==> src/rtl/spi_frame_bridge_if.sv <==
// spi_frame_bridge_if: host byte-core and FIFO signal bundle.
// master = bridge side, slave = byte core / FIFO side.
// Signals:
//   spi_rx_valid/spi_rx_data   host byte in
//   spi_tx_ready/load/data     host byte out
//   wr_req/ack/data/full       word FIFO write
//   rd_req/ack/data/empty/count word FIFO read
//   cpu_recv_int, err_len, state_dbg
interface spi_frame_bridge_if #(
  parameter int WORD_W = 16,
  parameter int CNT_W  = 11
);
  logic              spi_rx_valid;
  logic [7:0]        spi_rx_data;
  logic              spi_tx_ready;
  logic              spi_tx_load;
  logic [7:0]        spi_tx_data;
  logic              wr_req;
  logic              wr_ack;
  logic [WORD_W-1:0] wr_data;
  logic              wr_full;
  logic              rd_req;
  logic              rd_ack;
  logic [WORD_W-1:0] rd_data;
  logic              rd_empty;
  logic [CNT_W-1:0]  rd_count;
  logic              cpu_recv_int;
  logic              err_len;
  logic [7:0]        state_dbg;

  modport master (
    input  spi_rx_valid, spi_rx_data,
    input  spi_tx_ready,
    output spi_tx_load, spi_tx_data,
    output wr_req, wr_data,
    input  wr_ack, wr_full,
    output rd_req,
    input  rd_ack, rd_data, rd_empty, rd_count,
    output cpu_recv_int, err_len, state_dbg
  );

  modport slave (
    output spi_rx_valid, spi_rx_data,
    output spi_tx_ready,
    input  spi_tx_load, spi_tx_data,
    input  wr_req, wr_data,
    output wr_ack, wr_full,
    input  rd_req,
    output rd_ack, rd_data, rd_empty, rd_count,
    input  cpu_recv_int, err_len, state_dbg
  );
endinterface

==> src/rtl/spi_frame_bridge.sv <==
// spi_frame_bridge: SPI host frames <-> 16-bit word FIFO.
// Host cmds: 0x66 write, 0x77 read, 0x55 status.
// Ports: clk, rst (sync, active high),
//   bus (spi_frame_bridge_if.master): byte core,
//   FIFO write/read handshakes, cpu_recv_int (low =
//   frame ready), err_len pulse, state_dbg.
// Option: SPI_TIMEOUT_EN aborts a stalled write frame.
module spi_frame_bridge #(
  parameter int WORD_W  = 16,
  parameter int LEN_W   = 8,
  parameter int MAX_LEN = 255,
  parameter int CNT_W   = 11,
  parameter int TMO_CYC = 4096
) (
  input logic clk,
  input logic rst,
  spi_frame_bridge_if.master bus
);

  typedef enum logic [4:0] {
    H_IDLE, H_CMD, H_WLEN, H_WHDR,
    H_WB0, H_WB1, H_WPUSH, H_WDONE,
    H_WDROP, H_RLEN, H_RFETCH, H_RHI,
    H_RLO, H_REND, H_SHI, H_SLO
  } hst_t;

  typedef enum logic [2:0] {
    R_IDLE, R_HDR, R_WAIT, R_RDY, R_ACK
  } rds_t;

  localparam int CW =
    (CNT_W + 2 > LEN_W + 1) ? CNT_W + 2 : LEN_W + 1;

  hst_t hs, hs_nx;
  rds_t rs, rs_nx;

  logic [7:0]        byte_q;
  logic [LEN_W-1:0]  len_q;
  logic [LEN_W-1:0]  rem_q;
  logic [LEN_W-1:0]  plen_q;
  logic [15:0]       pack_q;
  logic [15:0]       rword_q;
  logic              wr_pend;

  logic              rx;
  logic              tx_rdy;
  logic              staged;
  logic              rem_last;
  logic              rd_done;
  logic              len_bad;
  logic [LEN_W-1:0]  rx_len;
  logic [CW-1:0]     have;
  logic [CW-1:0]     need;
  logic              tmo_hit;

  logic              tx_go;
  logic [7:0]        tx_byte;
  logic              wr_load;
  logic [WORD_W-1:0] wr_word;
  logic              fetch_req;
  logic              rd_start;
  logic              send_end;
  logic              err_set;
  logic              rd_want;

  assign rx       = bus.spi_rx_valid;
  // load is registered: ignore ready on the load cycle
  assign tx_rdy   = bus.spi_tx_ready & ~bus.spi_tx_load;
  assign staged   = (rs == R_RDY);
  assign rem_last = (rem_q == LEN_W'(1));
  assign rd_done  = bus.rd_req & bus.rd_ack;
  assign rx_len   = LEN_W'(bus.spi_rx_data);
  assign len_bad  =
    {1'b0, rx_len} > (LEN_W + 1)'(MAX_LEN);
  assign have     = CW'({bus.rd_count, 1'b0});
  assign need     = CW'(plen_q) - CW'(1);
  assign bus.state_dbg = {3'b000, hs};

`ifdef SPI_TIMEOUT_EN
  localparam int TW = $clog2(TMO_CYC + 1);
  logic [TW-1:0] tmo_cnt;
  logic          in_wr;

  assign in_wr = (hs == H_WLEN) || (hs == H_WB0)
              || (hs == H_WB1) || (hs == H_WDROP);
  assign tmo_hit = in_wr && !rx
                && (tmo_cnt == TW'(TMO_CYC - 1));

  always_ff @(posedge clk) begin
    if (rst || !in_wr || rx) tmo_cnt <= '0;
    else                     tmo_cnt <= tmo_cnt + 1'b1;
  end
`else
  logic unused_tmo;
  assign unused_tmo = ^TMO_CYC;
  assign tmo_hit    = 1'b0;
`endif

  // host FSM: state register
  always_ff @(posedge clk) begin
    if (rst) hs <= H_IDLE;
    else     hs <= hs_nx;
  end

  // host FSM: next state
  always_comb begin
    hs_nx = hs;
    unique case (hs)
      H_IDLE:   if (rx) hs_nx = H_CMD;
      H_CMD: begin
        case (byte_q)
          8'h66:   hs_nx = H_WLEN;
          8'h77:   hs_nx = H_RLEN;
          8'h55:   hs_nx = H_SHI;
          default: hs_nx = H_IDLE;
        endcase
      end
      H_WLEN: begin
        if (tmo_hit)           hs_nx = H_IDLE;
        else if (rx) begin
          if (rx_len == '0)    hs_nx = H_IDLE;
          else if (len_bad)    hs_nx = H_WDROP;
          else                 hs_nx = H_WHDR;
        end
      end
      H_WHDR:   if (!wr_pend) hs_nx = H_WB0;
      H_WB0: begin
        if (tmo_hit)  hs_nx = H_WDONE;
        else if (rx)  hs_nx = rem_last ? H_WPUSH : H_WB1;
      end
      H_WB1:    if (tmo_hit || rx) hs_nx = H_WPUSH;
      H_WPUSH: begin
        if (!wr_pend)
          hs_nx = (rem_q == '0) ? H_WDONE : H_WB0;
      end
      H_WDONE:  if (!wr_pend) hs_nx = H_IDLE;
      H_WDROP: begin
        if (tmo_hit || (rx && rem_last)) hs_nx = H_IDLE;
      end
      H_RLEN: begin
        if (tx_rdy) hs_nx = staged ? H_RFETCH : H_IDLE;
      end
      H_RFETCH: if (rd_done) hs_nx = H_RHI;
      H_RHI: begin
        if (tx_rdy) hs_nx = rem_last ? H_REND : H_RLO;
      end
      H_RLO: begin
        if (tx_rdy) hs_nx = rem_last ? H_REND : H_RFETCH;
      end
      H_REND:   hs_nx = H_IDLE;
      H_SHI:    if (tx_rdy) hs_nx = H_SLO;
      H_SLO:    if (tx_rdy) hs_nx = H_IDLE;
      default:  hs_nx = H_IDLE;
    endcase
  end

  // host FSM: outputs
  always_comb begin
    tx_go     = 1'b0;
    tx_byte   = 8'h00;
    wr_load   = 1'b0;
    wr_word   = '0;
    fetch_req = 1'b0;
    rd_start  = 1'b0;
    send_end  = 1'b0;
    err_set   = tmo_hit
             || (hs == H_WLEN && rx && len_bad);
    unique case (hs)
      H_WHDR: begin
        wr_load = !wr_pend;
        wr_word = WORD_W'({8'h66, 8'(len_q)});
      end
      H_WPUSH: begin
        wr_load = !wr_pend;
        wr_word = WORD_W'(pack_q);
      end
      H_RLEN: begin
        tx_go    = tx_rdy;
        tx_byte  = staged ? 8'(plen_q) : 8'h00;
        rd_start = tx_rdy & staged;
      end
      H_RFETCH: fetch_req = 1'b1;
      H_RHI: begin
        tx_go   = tx_rdy;
        tx_byte = rword_q[15:8];
      end
      H_RLO: begin
        tx_go   = tx_rdy;
        tx_byte = rword_q[7:0];
      end
      H_REND:   send_end = 1'b1;
      H_SHI: begin
        tx_go   = tx_rdy;
        tx_byte = {5'b0, 3'(bus.rd_count >> 8)};
      end
      H_SLO: begin
        tx_go   = tx_rdy;
        tx_byte = 8'(bus.rd_count);
      end
      default: ;
    endcase
  end

  // host datapath
  always_ff @(posedge clk) begin
    if (rst) begin
      byte_q  <= '0;
      len_q   <= '0;
      rem_q   <= '0;
      pack_q  <= '0;
      rword_q <= '0;
    end else begin
      unique case (hs)
        H_IDLE: if (rx) byte_q <= bus.spi_rx_data;
        H_WLEN: if (rx) begin
          len_q <= rx_len;
          rem_q <= rx_len;
        end
        H_WB0: if (rx) begin
          pack_q <= {bus.spi_rx_data, 8'h00};
          rem_q  <= rem_q - 1'b1;
        end
        // timeout flushes the half word as the last one
        H_WB1: begin
          if (tmo_hit) rem_q <= '0;
          else if (rx) begin
            pack_q[7:0] <= bus.spi_rx_data;
            rem_q       <= rem_q - 1'b1;
          end
        end
        H_WDROP: if (rx) rem_q <= rem_q - 1'b1;
        H_RLEN:  if (tx_rdy) rem_q <= plen_q;
        H_RFETCH: if (rd_done) rword_q <= 16'(bus.rd_data);
        H_RHI, H_RLO: if (tx_rdy) rem_q <= rem_q - 1'b1;
        default: ;
      endcase
    end
  end

  // read FSM: state register
  always_ff @(posedge clk) begin
    if (rst) rs <= R_IDLE;
    else     rs <= rs_nx;
  end

  // read FSM: next state
  always_comb begin
    rs_nx = rs;
    unique case (rs)
      R_IDLE: if (!bus.rd_empty) rs_nx = R_HDR;
      R_HDR: begin
        if (rd_done)
          rs_nx = (bus.rd_data[15:8] == 8'h00)
                ? R_IDLE : R_WAIT;
      end
      R_WAIT: if (have >= need) rs_nx = R_RDY;
      R_RDY:  if (rd_start) rs_nx = R_ACK;
      R_ACK:  if (send_end) rs_nx = R_IDLE;
      default: rs_nx = R_IDLE;
    endcase
  end

  // read FSM: outputs
  always_comb begin
    rd_want = (rs == R_HDR)
           || (rs == R_ACK && fetch_req);
  end

  always_ff @(posedge clk) begin
    if (rst) plen_q <= '0;
    else if (rs == R_HDR && rd_done)
      plen_q <= LEN_W'(bus.rd_data[15:8]);
  end

  // handshakes and registered outputs
  always_ff @(posedge clk) begin
    if (rst) begin
      bus.spi_tx_load  <= 1'b0;
      bus.spi_tx_data  <= 8'h00;
      bus.wr_req       <= 1'b0;
      bus.wr_data      <= '0;
      bus.rd_req       <= 1'b0;
      bus.cpu_recv_int <= 1'b1;
      bus.err_len      <= 1'b0;
      wr_pend          <= 1'b0;
    end else begin
      bus.spi_tx_load  <= tx_go;
      if (tx_go) bus.spi_tx_data <= tx_byte;
      bus.err_len      <= err_set;
      bus.cpu_recv_int <= (rs_nx != R_RDY);

      if (wr_load) begin
        bus.wr_data <= wr_word;
        wr_pend     <= 1'b1;
      end
      if (bus.wr_req) begin
        if (bus.wr_ack) begin
          bus.wr_req <= 1'b0;
          wr_pend    <= 1'b0;
        end
      end else if (wr_pend && !bus.wr_full) begin
        bus.wr_req <= 1'b1;
      end

      if (bus.rd_req) begin
        if (bus.rd_ack) bus.rd_req <= 1'b0;
      end else if (rd_want && !bus.rd_empty) begin
        bus.rd_req <= 1'b1;
      end
    end
  end

endmodule

==> src/flat_wrapper.sv <==
// flat-port wrapper written by rule: the top's interface ports become plain ports
module spi_frame_bridge_flat 
#(
  parameter int WORD_W  = 16,
  parameter int LEN_W   = 8,
  parameter int MAX_LEN = 255,
  parameter int CNT_W   = 11,
  parameter int TMO_CYC = 4096
)
  (clk, rst, bus_spi_rx_valid, bus_spi_rx_data, bus_spi_tx_ready, bus_spi_tx_load, bus_spi_tx_data, bus_wr_req, bus_wr_data, bus_wr_ack, bus_wr_full, bus_rd_req, bus_rd_ack, bus_rd_data, bus_rd_empty, bus_rd_count, bus_cpu_recv_int, bus_err_len, bus_state_dbg);
  spi_frame_bridge_if #(.WORD_W(WORD_W), .CNT_W(CNT_W)) bus_i ();
  input logic clk;
  input logic rst;
  input wire logic [$bits(bus_i.spi_rx_valid)-1:0] bus_spi_rx_valid;
  input wire logic [$bits(bus_i.spi_rx_data)-1:0] bus_spi_rx_data;
  input wire logic [$bits(bus_i.spi_tx_ready)-1:0] bus_spi_tx_ready;
  output wire logic [$bits(bus_i.spi_tx_load)-1:0] bus_spi_tx_load;
  output wire logic [$bits(bus_i.spi_tx_data)-1:0] bus_spi_tx_data;
  output wire logic [$bits(bus_i.wr_req)-1:0] bus_wr_req;
  output wire logic [$bits(bus_i.wr_data)-1:0] bus_wr_data;
  input wire logic [$bits(bus_i.wr_ack)-1:0] bus_wr_ack;
  input wire logic [$bits(bus_i.wr_full)-1:0] bus_wr_full;
  output wire logic [$bits(bus_i.rd_req)-1:0] bus_rd_req;
  input wire logic [$bits(bus_i.rd_ack)-1:0] bus_rd_ack;
  input wire logic [$bits(bus_i.rd_data)-1:0] bus_rd_data;
  input wire logic [$bits(bus_i.rd_empty)-1:0] bus_rd_empty;
  input wire logic [$bits(bus_i.rd_count)-1:0] bus_rd_count;
  output wire logic [$bits(bus_i.cpu_recv_int)-1:0] bus_cpu_recv_int;
  output wire logic [$bits(bus_i.err_len)-1:0] bus_err_len;
  output wire logic [$bits(bus_i.state_dbg)-1:0] bus_state_dbg;
  assign bus_i.spi_rx_valid = bus_spi_rx_valid;
  assign bus_i.spi_rx_data = bus_spi_rx_data;
  assign bus_i.spi_tx_ready = bus_spi_tx_ready;
  assign bus_spi_tx_load = bus_i.spi_tx_load;
  assign bus_spi_tx_data = bus_i.spi_tx_data;
  assign bus_wr_req = bus_i.wr_req;
  assign bus_wr_data = bus_i.wr_data;
  assign bus_i.wr_ack = bus_wr_ack;
  assign bus_i.wr_full = bus_wr_full;
  assign bus_rd_req = bus_i.rd_req;
  assign bus_i.rd_ack = bus_rd_ack;
  assign bus_i.rd_data = bus_rd_data;
  assign bus_i.rd_empty = bus_rd_empty;
  assign bus_i.rd_count = bus_rd_count;
  assign bus_cpu_recv_int = bus_i.cpu_recv_int;
  assign bus_err_len = bus_i.err_len;
  assign bus_state_dbg = bus_i.state_dbg;
  spi_frame_bridge #(.WORD_W(WORD_W), .LEN_W(LEN_W), .MAX_LEN(MAX_LEN), .CNT_W(CNT_W), .TMO_CYC(TMO_CYC)) u_core (.clk(clk), .rst(rst), .bus(bus_i));
endmodule
==> config.mk <==
export PLATFORM = sky130hd
export DESIGN_NAME = spi_frame_bridge_flat
export DESIGN_NICKNAME = d
export VERILOG_FILES = /design/src/rtl/spi_frame_bridge_if.sv /design/src/rtl/spi_frame_bridge.sv /design/src/flat_wrapper.sv
export SDC_FILE = /design/constraint.sdc
export NUM_CORES = 1
export LEC_CHECK = 0
export CAP_MARGIN = 40
export CELL_PAD_IN_SITES_DETAIL_PLACEMENT = 1
export CELL_PAD_IN_SITES_GLOBAL_PLACEMENT = 2
export CORE_MARGIN = 5
export CORE_UTILIZATION = 33
export CTS_CLUSTER_SIZE = 28
export DETAILED_ROUTE_END_ITERATION = 7
export PLACE_DENSITY = 0.77
export REMOVE_ABC_BUFFERS = 1
export SETUP_SLACK_MARGIN = 0.15
export SLEW_MARGIN = 10
export SYNTH_ARGS = -nofsm -noshare
export SYNTH_HDL_FRONTEND = slang
export SYNTH_SLANG_ARGS = --single-unit
==> constraint.sdc <==
create_clock -name clk -period 2.8 [get_ports clk]
set_input_delay 0.42 -clock clk [delete_from_list [all_inputs] [get_ports clk]]
set_output_delay 0.42 -clock clk [all_outputs]
set_load 0.02 [all_outputs]
# Word level (Yosys, flattened, before mapping)
# Index checks and enable logic that the tools add are counted.
dict set report totals {
  input_bits 43
  latchBits 0
  memories 0
  mem_bits_ro 0
  mem_bits_rw 0
  elab_cells 143
  register_bits 101
}
dict set report op_classes {
  div_mod_pow 0
  addsub 2
  n_lt_le_gt_ge 1
  n_mux 53
  bitwise_logic 4
  eq_ne 40
  shift 0
  multipliers 0
  n_reduce_logical 27
}
# cell n
set ops {}
lappend ops {{one-hot mux 5 bit (15 select lines)} 1}
lappend ops {{two-way mux 5 bit} 14}
lappend ops {{two-way mux 8 bit} 6}
lappend ops {{equality test 5 x 4 -> 1 bit (second input constant)} 8}
lappend ops {{one-hot mux 8 bit (5 select lines)} 1}
lappend ops {{one-hot mux 16 bit (2 select lines)} 1}
lappend ops {{one-hot mux 8 bit (4 select lines)} 1}
lappend ops {{equality test 8 x 7 -> 1 bit (second input constant)} 3}
lappend ops {{logical NOT 8 bit} 3}
lappend ops {{equality test 5 x 3 -> 1 bit (second input constant)} 4}
lappend ops {{two-way mux 3 bit} 6}
lappend ops {{!= test 2 x 1 -> 1 bit (second input constant)} 9}
lappend ops {{one-hot mux 8 bit (2 select lines)} 1}
lappend ops {{two-way mux 1 bit} 15}
lappend ops {{one-hot mux 3 bit (5 select lines)} 1}
lappend ops {{!= test 2 bit (second input constant)} 7}
lappend ops {{AND reduction 14 bit} 1}
lappend ops {{>= comparator 12 x 13 -> 1 bit} 1}
lappend ops {{one-hot mux 4 bit (3 select lines)} 1}
lappend ops {{equality test 5 x 2 -> 1 bit (second input constant)} 2}
lappend ops {{subtractor 8 x 1 -> 9 bit (second input constant)} 1}
lappend ops {{equality test 8 x 1 -> 1 bit (second input constant)} 1}
lappend ops {{two-way mux 2 bit} 4}
lappend ops {{AND reduction 2 bit} 4}
lappend ops {{21 further kinds} 31}

# Depth between registers and ports, before layout
dict set report logic_depth {
  ltp_word 7
  ltp_mapped 11
  ltp_nobuf 10
}

# Worst setup path after synthesis
# Ideal clock, no wire load.
dict set report synth_timing {
  path_kind {register to register}
  from {reg u_core.plen_q[2]}
  to {reg u_core.rs[0]}
  path_slack_ps 542
  synth_period_minus_slack_ps 2258
  setup_time_ps 58
  t_arrival_ps 2199
  n_path_buf 1
  path_stages_with_launch 9
  path_cell_list {dfxtp_1 -> clkbuf_1 -> nor4_1 -> nand3_1 -> ha_1 -> nor4_1 -> nand3_1 -> a211oi_1 -> o211a_1}
}
dict set report synth_via {
  elab_chain_cells 4
}
# item line_no
set synth_rtl {}
lappend synth_rtl {{from (decl)} spi_frame_bridge.sv:40} ;# logic [LEN_W-1:0] plen_q;
lappend synth_rtl {{from (signal assigned)} spi_frame_bridge.sv:272} ;# plen_q <= LEN_W'(bus.rd_data[15:8]);
lappend synth_rtl {{subtractor 8 x 1 -> 9 bit} spi_frame_bridge.sv:76} ;# assign need = CW'(plen_q) - CW'(1);
lappend synth_rtl {{>= comparator 12 x 13 -> 1 bit} spi_frame_bridge.sv:256} ;# R_WAIT: if (have >= need) rs_nx = R_RDY;
lappend synth_rtl {{two-way mux 3 bit} spi_frame_bridge.sv:256}
lappend synth_rtl {{one-hot mux 3 bit (5 select lines)} spi_frame_bridge.sv:249} ;# unique case (rs)
lappend synth_rtl {{to (signal assigned)} spi_frame_bridge.sv:243} ;# else rs <= rs_nx;
lappend synth_rtl {{to (decl)} spi_frame_bridge.sv:35} ;# rds_t rs, rs_nx;
# No other way between the ends.
# A chain may end at the register's enable or synchronous reset.

# Worst setup path after layout
dict set report layout_timing {
  from {reg u_core.hs[0]}
  to {out bus_state_dbg[0]}
}
# item line_no
set layout_lines {}
lappend layout_lines {{from (decl)} spi_frame_bridge.sv:34} ;# hst_t hs, hs_nx;
lappend layout_lines {{from (signal assigned)} spi_frame_bridge.sv:102} ;# else hs <= hs_nx;
lappend layout_lines {{to (decl)} flat_wrapper.sv:30} ;# output wire logic [$bits(bus_i.state_dbg)-1:0] bus_state_dbg;
# No word-level cell between the ends.

==> metrics.log <==
INFO  metric cellPowerDensity = a little over 700 mW/mm^2
INFO  metric relSlewSlack = 54.3%
INFO  metric clk_root_buffer_cell = sky130_fd_sc_hd__clkbuf_16
INFO  metric timing.critical_path.to_type = output port
INFO  metric number_of_antenna_violating_nets_in_the_routed_design = 0
INFO  metric hold_path.startpoint = u_core.rword_q[4]
INFO  metric clkSlewWorstSetupHoldPaths = ~0.07 ns
INFO  metric synth-seq-area-share = between 30% and 40%
INFO  metric max_slew.worst_pin.slew = around 0.68 ns
INFO  metric boundaryPins = 80
INFO  metric timing.critical_path.required = roughly 2.4 ns
INFO  metric p_total = between 4 and 5 mW
INFO  metric cts_hold_buf = 0
INFO  metric dr.pass1.iters = 4
INFO  metric synth_top_cell_area_share = a little under two fifths
INFO  metric reg2regPathDepth = 9
INFO  metric numCtsBuffers = 9
INFO  metric io_buffer_count = 74
INFO  metric synth_seq_cells = 100
INFO  metric grt_first_pass_wirelength = about 28000 um
INFO  metric cts_htree_levels = 3
INFO  metric crit_type = reg2out
INFO  metric critPathLaunchType = flop
INFO  metric finalMaxSlewViolations = 0
INFO  metric reg_to_reg_endpoint = u_core.rs[0]
INFO  metric status = completed
INFO  metric fin_setup_tns = 0 ns
INFO  metric place_area = 0.00634 mm^2
INFO  metric period_minus_slack = 2.47 ns
INFO  metric wirelength_met1 = just under 8000 um
INFO  metric routed-via-count = 5038
INFO  metric ys.warnings.count = 0
INFO  metric unrepaired_setup_endpoints_after_global_routing = false
INFO  metric die_width = ~140 um
INFO  metric initial_utilization = approximately a third
INFO  metric dieArea = between 0.015 and 0.02 mm^2
INFO  metric dr_wl_met2 = about 8600 um
INFO  metric mostFrequentLayoutCells = sky130_fd_sc_hd__dfxtp_1, sky130_fd_sc_hd__nor2_1, sky130_fd_sc_hd__clkdlybuf4s50_1, sky130_fd_sc_hd__nand2_1, sky130_fd_sc_hd__a21oi_1
INFO  metric setup_ws = between 0.3 and 0.4 ns
INFO  metric dr_wl_met3 = 922 um
INFO  metric grt_start_max_net_pins = 93
INFO  metric drt_first_iter_violations = roughly 230
INFO  metric finalWeightedCongestion = between 0.8 and 0.9
INFO  metric routed_wl = about 18000 um
INFO  metric synth_enable_flop_cells = 0
INFO  metric setup_crit_end = bus_state_dbg[0]
INFO  metric setup-violations-final = 0
INFO  metric numPlacedInstances = 911
INFO  metric fillerInstances = about 1900
INFO  metric post_synth_num_cell_types = 75
INFO  metric antenna_cells = 0
INFO  metric tritoncts = done
INFO  metric final_area = 0.00667 mm^2
INFO  metric cts_sinks = 100
INFO  metric final_common_cell = sky130_fd_sc_hd__dfxtp_1
INFO  metric synthFlopType = sky130_fd_sc_hd__dfxtp_1
INFO  metric synth-async-reset-ratio = 0%
INFO  metric regToRegSetupSlack = 0.43 ns
INFO  metric worst_hold_path_type = reg2reg
INFO  metric post-synth-top-area-cell = sky130_fd_sc_hd__dfxtp_1
INFO  metric floorplan.rows = between 40 and 50
INFO  metric area.growth.synth_to_final = 25.2%
INFO  metric finalHoldViolations = 0
INFO  metric core_region_area = 0.0159 mm^2
INFO  metric final_min_period_over_clock_period = about 88%
INFO  metric finish.net_count = ~760
INFO  metric worstPathMaxFanout = 21
INFO  metric highest_layer = met4
INFO  metric timing.critical_path.arrival = 2.05 ns
INFO  metric postCtsSetupBuffers = 0
INFO  metric floorplan.die.height = between 100 and 150 um
INFO  metric syn-mean-instance-area = about 8.5 um^2
INFO  metric mappedNetlistArea = between 0.005 and 0.006 mm^2
INFO  metric max-clock-path-buffers = 2
INFO  metric rr_startpoint = u_core.plen_q[0]
INFO  metric drt-vias-per-instance = ~5.4
INFO  metric first_global_vias = roughly 5100
INFO  metric synthCells = between 600 and 700
INFO  metric grt.overflow.total = 0
INFO  metric p_leak = roughly 2.6 nW
INFO  metric critical_path.startpoint = u_core.hs[0]
INFO  metric finish.cell_count_without_fillers = 927
INFO  metric dp_hpwl = between 10000 and 15000 um
INFO  metric post-route-drc-count = 0
INFO  metric yosys-top-cells-area = sky130_fd_sc_hd__dfxtp_1, sky130_fd_sc_hd__a21oi_1, sky130_fd_sc_hd__nor2_1
INFO  metric placement.setup.worst_slack = ~0.28 ns
INFO  metric clock_skew = 0.00635 ns
INFO  metric maxCapViolations = 0
INFO  metric overall_track_demand_over_capacity_in_global_routing = between 15 and 20%
INFO  metric vdd_ir_drop_max = around 0.4 mV
INFO  metric clock_latency = 0.36 ns
INFO  metric achievable-frequency = 404 MHz
INFO  metric antenna_violations_before_repair = 0
INFO  metric routedWlPerCell = around 19 um
INFO  metric cts_resized = 0
INFO  metric post_route_cells_drive_above_1_share = 11.4%
[cells in the mapped netlist (4+ instances only)]
cell type and instances:
sky130_fd_sc_hd__dfxtp_1 100, sky130_fd_sc_hd__nor2_1 74, sky130_fd_sc_hd__nand2_1 69, sky130_fd_sc_hd__a21oi_1 56
sky130_fd_sc_hd__mux2i_1 24, sky130_fd_sc_hd__nand3_1 22, sky130_fd_sc_hd__a22oi_1 21, sky130_fd_sc_hd__clkbuf_1 16
sky130_fd_sc_hd__o21ai_0 16, sky130_fd_sc_hd__ha_1 15, sky130_fd_sc_hd__buf_4 13, sky130_fd_sc_hd__o21ai_1 13
sky130_fd_sc_hd__buf_2 12, sky130_fd_sc_hd__nor3_1 12, sky130_fd_sc_hd__inv_1 10, sky130_fd_sc_hd__a2bb2oi_1 9
sky130_fd_sc_hd__a311oi_1 8, sky130_fd_sc_hd__nor4_1 8, sky130_fd_sc_hd__o21bai_1 8, sky130_fd_sc_hd__nor2b_1 7
sky130_fd_sc_hd__a211oi_1 6, sky130_fd_sc_hd__nand2b_1 6, sky130_fd_sc_hd__nand4_1 6, sky130_fd_sc_hd__nor3b_1 6
sky130_fd_sc_hd__o2bb2ai_1 6, sky130_fd_sc_hd__a22o_1 5, sky130_fd_sc_hd__xnor2_1 5, sky130_fd_sc_hd__and2_1 4
sky130_fd_sc_hd__buf_6 4
[worst min-delay path by stage]
stage | end | slack [ns] | cells after the start
global route | u_core.rword_q[1] | 0.47 | 2
finish | u_core.rword_q[4] | 0.46 | 2
detailed placement | u_core.pack_q[1] | 0.45 | 2
CTS | u_core.pack_q[1] | 0.46 | 2
global placement | u_core.pack_q[1] | 0.44 | 2
floorplan | u_core.pack_q[0] | 0.43 | 2
[logic make-up after synthesis]
group | after synthesis | synth area share [%]
DFF | 100 | 37.6
other | 1 | 0.0704
muxes | 27 | 5.14
AOI/OAI and AO/OA | 180 | 24.0
adders and majority gates | 15 | 3.52
buffers and inverters | 57 | 5.78
xor gates and xnor gates | 8 | 1.32
and+or+nand+nor | 242 | 22.6
[where the power goes]
part           leakage (nW)  total (mW)  switching (mW)  internal [mW]
clock                 0.155        1.36           0.576          0.780
sequential            0.809        1.73           0.162           1.57
combinational          1.61        1.66           0.947          0.711
total                  2.57        4.74            1.69           3.06
[sequential cells by signal, indices dropped and copies added, names as in the netlist, 3 cells and up]
signal and count:
u_core.bus.wr_data 16, u_core.pack_q 16, u_core.rword_q 16, u_core.bus.spi_tx_data 8, u_core.byte_q 8, u_core.len_q 8, u_core.plen_q 8, u_core.rem_q 8
u_core.hs 4, u_core.rs 3
[metrics by stage]
stage	hold WS [ns]	util [%]
5_1_grt	0.474	42.0
2_1_floorplan	0.425	-
3_5_place_dp	0.451	39.9
6_report	0.456	42.0
3_3_place_gp	0.445	39.9
4_1_cts	0.460	41.9
[final cells by class]
class	count	area, um^2	share of cell area (%)
Multi-Input combinational cell	477	3040	45.6
Sequential cell	100	2000	30.0
Timing Repair Buffer	107	996	14.9
Tap cell	216	270	4.05
Clock buffer	9	225	3.38
Clock inverter	7	91.3	1.37
Inverter	11	41.3	0.619
[metal layers]
| layer | up-vias | global-route usage, % |
|---|---|---|
| met5 | - | 0 |
| met4 | 0 | 6.21 |
| met3 | 25 | 4.60 |
| met2 | 108 | 32.3 |
| met1 | 2477 | 24.9 |
| li1 | 2428 | - |
[worst max-delay path: stages, from the launching register on]
cell,delay [ns]
sky130_fd_sc_hd__dfxtp_1,0.76
sky130_fd_sc_hd__buf_4,0.27
sky130_fd_sc_hd__clkdlybuf4s50_1,0.66
Power figures use the tool's default switching activity.
